**src/rtl/div_seq_if.sv**
```systemverilog
// -----------------------------------------------------------------------------
// div_seq_if
// Bundles the request/result handshake of div_seq together with its link to
// the iterative divider div_int.
//   master : the surrounding logic (ALU request side and div_int)
//   slave  : div_seq itself
// Signals
//   start/sgn/flr/x/y      request and operands (master -> slave)
//   ready/done/q/r/dbz/ovf status and results (slave -> master)
//   div_rst/div_x/div_y    launch pulse and magnitudes to div_int (slave -> master)
//   div_busy/div_q/div_r   div_int status and unsigned results (master -> slave)
// -----------------------------------------------------------------------------
interface div_seq_if #(
    parameter int DSZ = 32
);
    logic           start;
    logic           sgn;
    logic           flr;
    logic [DSZ-1:0] x;
    logic [DSZ-1:0] y;
    logic           ready;
    logic           done;
    logic [DSZ-1:0] q;
    logic [DSZ-1:0] r;
    logic           dbz;
    logic           ovf;
    logic           div_rst;
    logic [DSZ-1:0] div_x;
    logic [DSZ-1:0] div_y;
    logic           div_busy;
    logic [DSZ-1:0] div_q;
    logic [DSZ-1:0] div_r;

    modport master (
        output start, sgn, flr, x, y, div_busy, div_q, div_r,
        input  ready, done, q, r, dbz, ovf, div_rst, div_x, div_y
    );

    modport slave (
        input  start, sgn, flr, x, y, div_busy, div_q, div_r,
        output ready, done, q, r, dbz, ovf, div_rst, div_x, div_y
    );
endinterface

```
**src/rtl/div_seq.sv**
```systemverilog
// -----------------------------------------------------------------------------
// div_seq
// Division sequencer in front of div_int. Accepts one unsigned, signed
// symmetric (truncating) or signed floored divide, hands operand magnitudes to
// div_int, holds them while it iterates, then sign-corrects quotient and
// remainder. A zero divisor completes immediately without launching div_int.
// Ports
//   clk  clock
//   rst  synchronous active-high reset (aborts any operation, no done pulse)
//   io   div_seq_if.slave: request/result handshake and the div_int link
// Latency: done arrives DSZ+4 cycles after accept, or 1 cycle for y==0.
// -----------------------------------------------------------------------------
module div_seq #(
    parameter int DSZ = 32
) (
    input  logic     clk,
    input  logic     rst,
    div_seq_if.slave io
);

    typedef enum logic [2:0] {
        IDLE   = 3'd0,
        LAUNCH = 3'd1,
        WAIT   = 3'd2,
        FIX    = 3'd3,
        DONE   = 3'd4
    } state_t;

    localparam logic [DSZ-1:0]        MIN_NEG = {1'b1, {(DSZ-1){1'b0}}};
    localparam logic signed [DSZ-1:0] ONE     = DSZ'(1);

    state_t state;
    state_t state_nx;

    logic                  sgn_l;
    logic                  flr_l;
    logic                  xs;
    logic                  ys;
    logic [DSZ-1:0]        x_l;
    logic signed [DSZ-1:0] y_l;
    logic [DSZ-1:0]        qm;
    logic [DSZ-1:0]        rm;
    logic [DSZ-1:0]        q_reg;
    logic [DSZ-1:0]        r_reg;
    logic                  dbz_reg;
    logic                  ovf_reg;
    logic [DSZ-1:0]        dx;
    logic [DSZ-1:0]        dy;

    logic signed [DSZ-1:0] q_sym;
    logic signed [DSZ-1:0] r_sym;
    logic signed [DSZ-1:0] q_fix;
    logic signed [DSZ-1:0] r_fix;

    // Conditional two's-complement negation; -(100..0) wraps to itself.
    function automatic logic [DSZ-1:0] neg_if(input logic c, input logic [DSZ-1:0] v);
        return c ? (~v + DSZ'(1)) : v;
    endfunction

    // Floored result from the truncating one: only a non-zero remainder with
    // operands of opposite sign moves the quotient down and the remainder
    // across zero into the divisor's sign.
    function automatic logic need_floor(input logic f, input logic sx, input logic sy,
                                        input logic [DSZ-1:0] rmag);
        return f && (rmag != '0) && (sx != sy);
    endfunction

    // ---- state register ----
    always_ff @(posedge clk) begin
        if (rst) begin
            state <= IDLE;
        end else begin
            state <= state_nx;
        end
    end

    // ---- next state ----
    always_comb begin
        state_nx = state;
        case (state)
            IDLE:    if (io.start) state_nx = (io.y == '0) ? DONE : LAUNCH;
            LAUNCH:  state_nx = WAIT;
            WAIT:    if (!io.div_busy) state_nx = FIX;
            FIX:     state_nx = DONE;
            DONE:    state_nx = IDLE;
            default: state_nx = IDLE;
        endcase
    end

    // ---- sign correction of the magnitude results ----
    always_comb begin
        q_sym = neg_if(xs ^ ys, qm);
        r_sym = neg_if(xs, rm);
        q_fix = q_sym;
        r_fix = r_sym;
        if (need_floor(flr_l, xs, ys, rm)) begin
            q_fix = q_sym - ONE;
            r_fix = r_sym + y_l;
        end
    end

    // ---- operand capture, div_int results, final results ----
    always_ff @(posedge clk) begin
        if (rst) begin
            sgn_l   <= 1'b0;
            flr_l   <= 1'b0;
            xs      <= 1'b0;
            ys      <= 1'b0;
            x_l     <= '0;
            y_l     <= '0;
            qm      <= '0;
            rm      <= '0;
            q_reg   <= '0;
            r_reg   <= '0;
            dbz_reg <= 1'b0;
            ovf_reg <= 1'b0;
            dx      <= '0;
            dy      <= '0;
        end else begin
            case (state)
                IDLE: begin
                    if (io.start) begin
                        sgn_l   <= io.sgn;
                        flr_l   <= io.flr & io.sgn;
                        xs      <= io.sgn & io.x[DSZ-1];
                        ys      <= io.sgn & io.y[DSZ-1];
                        x_l     <= io.x;
                        y_l     <= io.y;
                        dx      <= neg_if(io.sgn & io.x[DSZ-1], io.x);
                        dy      <= neg_if(io.sgn & io.y[DSZ-1], io.y);
                        ovf_reg <= 1'b0;
                        dbz_reg <= (io.y == '0);
                        // Zero divisor finishes here; div_int never sees it.
                        if (io.y == '0) begin
                            q_reg <= '1;
                            r_reg <= io.x;
                        end
                    end
                end
                WAIT: begin
                    if (!io.div_busy) begin
                        qm <= io.div_q;
                        rm <= io.div_r;
                    end
                end
                FIX: begin
                    q_reg   <= q_fix;
                    r_reg   <= r_fix;
                    ovf_reg <= sgn_l && (x_l == MIN_NEG) && (y_l == '1);
                end
                default: ;
            endcase
        end
    end

    assign io.ready   = (state == IDLE);
    assign io.done    = (state == DONE);
    assign io.div_rst = (state == LAUNCH);
    assign io.div_x   = dx;
    assign io.div_y   = dy;
    assign io.q       = q_reg;
    assign io.r       = r_reg;
    assign io.dbz     = dbz_reg;
    assign io.ovf     = ovf_reg;

endmodule
```
**src/flat_wrapper.sv**
```systemverilog
// flat-port wrapper written by rule: the top's interface ports become plain ports
module div_seq_flat 
#(
    parameter int DSZ = 32
)
  (clk, rst, io_start, io_sgn, io_flr, io_x, io_y, io_div_busy, io_div_q, io_div_r, io_ready, io_done, io_q, io_r, io_dbz, io_ovf, io_div_rst, io_div_x, io_div_y);
  div_seq_if #(.DSZ(DSZ)) io_i ();
  input  logic clk;
  input  logic rst;
  input wire logic [$bits(io_i.start)-1:0] io_start;
  input wire logic [$bits(io_i.sgn)-1:0] io_sgn;
  input wire logic [$bits(io_i.flr)-1:0] io_flr;
  input wire logic [$bits(io_i.x)-1:0] io_x;
  input wire logic [$bits(io_i.y)-1:0] io_y;
  input wire logic [$bits(io_i.div_busy)-1:0] io_div_busy;
  input wire logic [$bits(io_i.div_q)-1:0] io_div_q;
  input wire logic [$bits(io_i.div_r)-1:0] io_div_r;
  output wire logic [$bits(io_i.ready)-1:0] io_ready;
  output wire logic [$bits(io_i.done)-1:0] io_done;
  output wire logic [$bits(io_i.q)-1:0] io_q;
  output wire logic [$bits(io_i.r)-1:0] io_r;
  output wire logic [$bits(io_i.dbz)-1:0] io_dbz;
  output wire logic [$bits(io_i.ovf)-1:0] io_ovf;
  output wire logic [$bits(io_i.div_rst)-1:0] io_div_rst;
  output wire logic [$bits(io_i.div_x)-1:0] io_div_x;
  output wire logic [$bits(io_i.div_y)-1:0] io_div_y;
  assign io_i.start = io_start;
  assign io_i.sgn = io_sgn;
  assign io_i.flr = io_flr;
  assign io_i.x = io_x;
  assign io_i.y = io_y;
  assign io_i.div_busy = io_div_busy;
  assign io_i.div_q = io_div_q;
  assign io_i.div_r = io_div_r;
  assign io_ready = io_i.ready;
  assign io_done = io_i.done;
  assign io_q = io_i.q;
  assign io_r = io_i.r;
  assign io_dbz = io_i.dbz;
  assign io_ovf = io_i.ovf;
  assign io_div_rst = io_i.div_rst;
  assign io_div_x = io_i.div_x;
  assign io_div_y = io_i.div_y;
  div_seq #(.DSZ(DSZ)) u_core (.clk(clk), .rst(rst), .io(io_i));
endmodule
```
**config.mk**
```make
export PLATFORM = sky130hd
export DESIGN_NAME = div_seq_flat
export DESIGN_NICKNAME = d
export VERILOG_FILES = /design/src/rtl/div_seq_if.sv /design/src/rtl/div_seq.sv /design/src/flat_wrapper.sv
export SDC_FILE = /design/constraint.sdc
export NUM_CORES = 1
export LEC_CHECK = 0
export CAP_MARGIN = 10
export CORE_AREA = 2 2 179 181
export CTS_CLUSTER_DIAMETER = 30
export DETAILED_ROUTE_END_ITERATION = 12
export DIE_AREA = 0 0 181 183
export PLACE_DENSITY_LB_ADDON = 0.12
export SYNTH_ARGS = -nofsm -noshare
export SYNTH_HDL_FRONTEND = slang
export SYNTH_SLANG_ARGS = --single-unit
export TNS_END_PERCENT = 20
```
**constraint.sdc**
```tcl
create_clock -name clk -period 4.75 [get_ports clk]
set_input_delay 0.95 -clock clk [delete_from_list [all_inputs] [get_ports clk]]
set_output_delay 0.95 -clock clk [all_outputs]
set_load 0.05 [all_outputs]
```
==> results of run 1 <==
==> layer usage <==
metal  wire (µm)  share of wire, %  vias up
met4        1540               3.1        0
met2       22400                45      525
met3        3170               6.3       69
li1            -                 -     7386
met1       23200                46     7109
met5           0                 0        -
==> final cells by class <==
class | count | area [µm²] | area share (%)
multi-input combinational | 1520 | 9280 | 45.9
clock inverter | 34 | 503 | 2.49
inverter | 31 | 116 | 0.576
sequential | 263 | 5270 | 26.1
tap | 402 | 503 | 2.49
clock buffer | 67 | 1480 | 7.33
timing repair buffer | 311 | 3050 | 15.1
==> repair_timing <==
action | 4_1_cts | 5_1_grt
gates resized for setup | 0 | 15
endpoints found under the setup margin | 0 | 10
hold buffers | 0 | 0
==> power groups by stage <==
stage               clock [mW]  combinational, mW  sequential [mW]
floorplan                    0              0.963             2.82
global placement             0               1.84             2.55
detailed placement           0               1.86             2.56
CTS                       4.06               1.87             2.52
global route              4.17               2.03             2.54
finish                    4.01               1.88             2.52
==> critical path: cells and delay by family (launching register included) <==
family / cells / cell delay, ns
fa+ha+maj: 2 / 0.47
simple gates: 7 / 1.69
flops: 1 / 0.33
xor+xnor: 1 / 0.20
compound gates: 6 / 1.43
buf+inv: 2 / 0.25
==> per-stage QoR <==
step	util, %	hold slack, ns	cell area [µm²]
final	64.7	0.449	20200
after global routing	64.7	0.471	20200
after global placement	58.2	0.439	18200
after floorplan	-	0.431	15100
after detailed placement	58.2	0.446	18200
after CTS	64.5	0.450	20200
==> cell families after synthesis <==
logic type / Yosys count / synth area share [%]
compound gates: 524 / 22.2
xor+xnor: 171 / 9.99
fa+ha+maj: 43 / 3.60
buf+inv: 169 / 4.62
flops: 263 / 34.8
mux: 26 / 1.74
simple gates: 756 / 23.1
==> worst paths after layout <==
check | slack, ns | startpoint | cells after the start | endpoint
worst max-delay path | 0.27 | u_core.rm[0] | 18 | u_core.io.r[28]
worst min-delay path | 0.45 | u_core.x_l[21] | 2 | u_core.x_l[21]
worst max register to register | 0.27 | u_core.rm[0] | 18 | u_core.io.r[28]
worst min register to register | 0.45 | u_core.x_l[21] | 2 | u_core.x_l[21]
==> placed cells by master (no fill, tap or decap), drive strengths merged, types with 24 or more instances in the layout <==
master         instances
a211oi               122
a21oi                209
buf                   45
clkbuf                68
clkdlybuf4s50        265
dfxtp                263
ha                    42
inv                   34
nand2                355
nand3                 24
nor2                 169
nor3                  49
nor4                  33
o21ai                 59
xnor2                100
xor2                  71
==> results by stage, run 1 <==
Power and ir drop:
- The share of total power in the clock network is 47.7%.
- Per report_power, the combinational group accounts for between 20% and 30% of the total.
- VDD sags by at most 314 µV.
- For this design the ratio of total power to cell area is around 420 mW/mm².
- The share of total power dissipated in sequential elements is a little under a third.
- The internal power is between 5 and 6 mW.
- The static power due to leakage is ~7.5 nW.
- In this run switching power makes up approximately 31% of total power.
- For this design the total switching power over the nets is between 2 and 3 mW.
- Overall power consumption after layout is estimated at between 8 and 9 mW.

Timing:
- In this run the tightest slew margin relative to its limit is 38.7%.
- The hold violation count in the final report is 0.
- For the final routed database, the setup TNS stands at 0 ns.
- Setup repair after global routing could not meet its margin everywhere.
- Setup violations remaining at the end of the flow were counted as 0.
- The worst path uses 94.3% of the clock period.
- Counting I/O delays and the setup requirement, the final critical path takes 4.48 ns.
- The clock arrives with 0.0543 ns of skew.
- Derived from the worst setup path, the maximum achievable clock frequency is about 220 MHz.
- The slew at the pin closest to its max-slew limit is a little over 0.9 ns.
- The final worst slack is ~0.27 ns.
- The count of pins over their slew limit came to 0.

GRT:
- The first global-routing pass estimated a little under 80 mm of wire.
- The met1 global-route usage is 40.8%.
- The initial antenna violation count was 0.
- The number of global-route vias before repair came to around 14000.
- The all-layer global routing usage is 29.5%.
- In the global route stage, met2 resource usage came out at a little under half.
- The pin count of the biggest net entering global routing is 129.
- The global-route track usage on met3 is 4.73%.
- The final global-route overflow total is 0.
- The global routing stage identified its most utilized layer as met2.

Die:
- In this run the horizontal extent of the chip is around 180 µm.
- The initial core utilization is roughly half.
- The area of the core region is between 0.03 and 0.04 mm².
- The total number of placement rows is between 60 and 70.
- Measured along the y axis, the die boundary spans approximately 180 µm.
- The die covers approximately 0.033 mm².
- 267 I/O pins were placed.

Place:
- In this run, placement finished with an instance count of 2527.
- The estimated wirelength of the detail-placed design is around 37 mm.
- The final RePlAce weighted congestion is about 0.92.
- Before CTS, the worst setup slack after placement is between 0.015 and 0.02 ns.
- The count of buffers inserted at the top-level ports is about 270.

Critical path:
- The highest-delay cell along the critical path is sky130_fd_sc_hd__or4b_2.
- Of all nets on the critical path, the largest fanout is 7.
- By startpoint and endpoint, the worst setup path is classified as reg2reg.
- The signal on the critical path passes through inv_1 > ha_1 > or4b_2 > or2_2 > nand2b_1 > o41ai_2 > xnor2_1 > ha_1 > buf_4 > nand4_1 > nor3_1 > a21oi_1 > a21boi_1 > a21oi_1 > o2111ai_1 > nand3_1 > nor3b_1 > a2111oi_0.
- The largest stage delay on the critical path is between 0.6 and 0.7 ns.
- Data on the critical path is required at its endpoint by between 5 and 6 ns.
- The kind of end point of the critical path is a flop.
- STA classifies the critical path startpoint as a flop.
- The signal arrival time at the worst endpoint is around 4.9 ns.

Cells and area:
- The number of antenna repair diodes is 0.
- From synthesis to final layout, the design area changed by 33.4%.
- Fill cells in the final layout number around 2700.
- The fraction of layout instances using a drive strength above 1 is approximately 8.5%.
- The final cell count without fillers is roughly 2600.
- The total number of nets in the final design is between 2000 and 2500.

Clock network:
- The H-tree was split into 2 levels.
- After clock tree synthesis, the clock-pin slew on the worst setup and hold paths is roughly 0.05 ns.
- Post-CTS timing repair inserted 0 buffers for setup.
- The number of buffers added by the clock tree synthesis step is 55.
- The tree is rooted in a sky130_fd_sc_hd__clkbuf_16.
- For this design, the sink count on the clock tree is 263.
- TritonCTS built the clock tree.
- The maximum clock path buffer count is 3.
- The clock latency of the later-clocked register in the worst-skew pair is about 0.60 ns.

Synth:
- The mean post-synth cell area is roughly 7.8 µm².
- By instance count, the leading cell after synthesis is sky130_fd_sc_hd__nand2_1.
- After synthesis the cells add up to 0.0151 mm².
- In this run the biggest area consumer among cell types represents roughly a third of the synthesized area.
- For this run, the register share of the synthesized area comes to between 30% and 40%.
- Counting flops with an async set or reset pin after synthesis yields a share of 0%.
- For this run, the number of Yosys warnings is 0.
- By area the synthesized netlist is led by sky130_fd_sc_hd__dfxtp_1, sky130_fd_sc_hd__nand2_1, sky130_fd_sc_hd__a21oi_1.
- The number of enable flip-flop cells after synthesis is 0.
- The post-synthesis cell type count is 83.
- The commonest cells after synthesis are sky130_fd_sc_hd__nand2_1, sky130_fd_sc_hd__dfxtp_1, sky130_fd_sc_hd__a21oi_1, sky130_fd_sc_hd__nor2_1, sky130_fd_sc_hd__a211oi_1.
- In this run, synthesis produced a sequential element count of 263.
- After technology mapping, the gate count stands at just under 2000.
- The cell type with the largest total area after synthesis is sky130_fd_sc_hd__dfxtp_1.
- The number of nets in the synthesized netlist is about 2100.
- The dominant synthesized flop cell is sky130_fd_sc_hd__dfxtp_1.

Drt:
- The detailed-router iteration count before antenna repair is 7.
- The initial detailed-routing violation count is about 1000.
- The total number of vias is ~15000.
- The total wirelength of the detailed-routed design is 50.3 mm.
- The number of vias per cell is roughly 5.7.
- The detailed-route DRC error count is 0.
- The post-detailed-route wirelength per cell is 19.1 µm.
- The detail route stage leaves a number of antenna-violating nets equal to 0.

Run status:
- The run finished with clean final reports.

Flow run:
- The max-capacitance violation count is 0.

Hold path:
- The type of the most critical hold path is reg2reg.
(Power assumes the default switching activity.)
==> run 2, diff against run 1 <==
Settings changed: CTS_BUF_LIST set to sky130_fd_sc_hd__clkbuf_16, GPL_TIMING_DRIVEN set to 1.
==> results by stage, run 2 (synthesis results as in run 1) <==
Run status:
- The flow ran to the end, and the final reports show no timing, DRC or antenna violations.

Critical path:
- The largest fanout of any net on the critical path came to 7 (unchanged).
- The kind of critical path is reg2reg.
- The critical path data required time is 5.19 ns (about the same).
- The worst setup path is captured at a flop.
- Among cell families on the critical path, the largest total delay comes from simple AND/OR/NAND/NOR gates.
- The kind of start point of the critical path is a flop.
- The critical path goes through inv_1 > ha_1 > or4b_2 > or2_2 > nand2b_1 > o41ai_2 > xnor2_1 > ha_1 > buf_4 > nand4_1 > nor3_1 > a21oi_1 > a21boi_1 > a21oi_1 > o2111ai_1 > nand3_1 > nor3b_1 > a2111oi_0.
- The signal arrival time at the worst endpoint is 4.94 ns (+0.02 ns).
- The highest-delay cell along the critical path is sky130_fd_sc_hd__or4b_2.
- The sum of buffers and inverters on the critical path is 2 (unchanged).
- The largest stage delay on the critical path is 0.63 ns (about the same).

Place:
- The final RePlAce weighted congestion is 0.921 (unchanged).
- The instance count after placement with tap cells included is 2527 (unchanged).
- The placement-stage worst setup slack is 0.0186 ns (unchanged).
- The count of buffers inserted at the top-level ports was 266 (unchanged).
- The estimated wirelength of the detail-placed design is 36.9 mm (unchanged).

Drt:
- The number of vias per cell is 5.74 (about the same).
- The final antenna-violating net count is 0 (unchanged).
- The post-detailed-route wirelength per cell is 19.1 µm (-0.23%).
- The total wirelength of the detailed-routed design is 50.1 mm (-0.23%).
- The detailed-route DRC error count was 0 (unchanged).
- The detailed-router iteration count before antenna repair is 7 (unchanged).
- The initial detailed-routing violation count is 1081 (+7.7%).
- The total number of vias is 15100 (+0.033%).

Timing:
- The final-layout setup total negative slack is 0 ns (unchanged).
- The hold violation count in the final report was 0 (unchanged).
- The final period utilization was 94.6% (+0.31 points).
- The final worst slack came to 0.254 ns (-0.0148 ns).
- The clock tree skew after final layout is 0.0560 ns (+0.00163 ns).
- The relative max-transition margin is 34.4% (-4.3 points).
- The post-route minimum period is 4.50 ns (+0.0148 ns).
- The slew at the pin closest to its max-slew limit is 0.974 ns (+0.0675 ns).
- The maximum achievable frequency is 222 MHz (-0.33%).
- The count of pins over their slew limit is 0 (unchanged).
- Setup repair after global routing could not meet its margin everywhere.
- The final setup violation count is 0 (unchanged).

Power and ir drop:
- The static power due to leakage came to 7.45 nW (-0.22%).
- The total power density per cell area is 413 mW/mm² (-0.95%).
- The worst ir drop on vdd was 316 µV (+0.56%).
- The final total power is 8.31 mW (-1.3%).

Clock network:
- The clock latency of the later-clocked register in the worst-skew pair is 0.60 ns (about the same).
- The H-tree depth is 2 (unchanged).
- The post-cts sizing count was 0 (unchanged).
- The number of buffers added by the clock tree synthesis step came to 55 (unchanged).
- The total setup buffers inserted after CTS is 0 (unchanged).
- The number of buffers added to fix hold violations after cts came to 0 (unchanged).
- The TritonCTS clock tree is built.
- The maximum clock path buffer count is 3 (unchanged).
- The register clock-pin slew on the reported worst setup and hold paths was 0.05 ns (about the same).
- The TritonCTS sink count is 263 (unchanged).
- The cell sitting at the root of the clock tree is a sky130_fd_sc_hd__clkbuf_16.

Die:
- The total I/O pin count was 267 (unchanged).
- The width of the die came to 181 µm (unchanged).
- The vertical die dimension is 183 µm (unchanged).
- The total number of placement rows is 65 (unchanged).
- The area of the core region is 0.0312 mm² (unchanged).
- The initial core utilization came to 48.5% (unchanged).
- The floorplan die area came to 0.0331 mm² (unchanged).

Cells and area:
- The final cell count without fillers is 2628 (unchanged).
- The fraction of layout instances using a drive strength above 1 was 8.18% (-0.36 points).
- The library cell used most frequently in the layout, excluding fill and tap cells, is sky130_fd_sc_hd__nand2_1.
- The share of the core filled with cells is 64.5% (-0.23 points).
- The total number of nets in the final design is 2359 (unchanged).
- Leaving out fill and tap cells, the most frequent cells in the layout are sky130_fd_sc_hd__nand2_1, sky130_fd_sc_hd__clkdlybuf4s50_1, sky130_fd_sc_hd__dfxtp_1.
- From synthesis to final layout, the design area changed by 32.9%.
- The number of antenna repair diodes is 0 (unchanged).

GRT:
- The initial antenna violation count is 0 (unchanged).
- The final global-route overflow total came to 0 (unchanged).
- The pin count of the biggest net entering global routing came to 129 (unchanged).
- The number of global-route vias before repair is 14200 (-0.063%).
- The wire length of the first global-routing pass is 78.1 mm (-0.14%).
- The all-layer global routing usage is 29.4% (-0.039 points).

Hold path:
- The worst hold path belongs to the class reg2reg.

Flow run:
- The max-capacitance violation count is 0 (unchanged).
run 2: cell types whose count changed in the layout (fill, tap and decap cells not counted), sizes merged:
cell    change
clkinv      +6
clkbuf     -12
inv         +6
run 2: through the flow:
step	hold WS, ns	cell area, µm²
2_1_floorplan	0.431	15100
3_3_place_gp	0.439	18200
3_5_place_dp	0.446	18200
4_1_cts	0.450	20100
5_1_grt	0.471	20100
6_report	0.449	20100
run 2: path summary, 6_finish.rpt:
check / from / end / slack [ns] / cells past startpoint
setup / recovery: u_core.rm[0] / u_core.io.r[28] / 0.25 / 18
hold reg to reg: u_core.x_l[21] / u_core.x_l[21] / 0.45 / 2
setup reg to reg: u_core.rm[0] / u_core.io.r[28] / 0.25 / 18
hold / removal: u_core.x_l[21] / u_core.x_l[21] / 0.45 / 2
run 2: layer usage:
metal	vias to the layer above	track usage (%)	share of wire, %
li1	7388	-	-
met1	7104	40.8	46
met2	533	46.7	44
met3	69	4.59	6.5
met4	0	10.4	3.0
met5	-	0	0
run 2: power breakdown:
part | switching (mW) | total, mW | internal [mW]
logic | 1.19 | 1.88 | 0.689
registers | 0.143 | 2.52 | 2.38
clock network | 1.30 | 3.90 | 2.61
total | 2.64 | 8.31 | 5.67
run 2: area by class of cell:
| type | count | area [µm²] |
|---|---|---|
| fill | 2753 | 11100 |
| multi-input combinational | 1520 | 9270 |
| sequential | 263 | 5270 |
| timing repair buffer | 311 | 3050 |
| clock buffer | 55 | 1380 |
| clock inverter | 46 | 548 |
| tap | 402 | 503 |
| inverter | 31 | 116 |
run 2: worst min-delay path, stage by stage, from the launching register on:
cell and delay, ns:
sky130_fd_sc_hd__dfxtp_1 0.30, sky130_fd_sc_hd__nand2_1 0.05, sky130_fd_sc_hd__a21oi_1 0.05
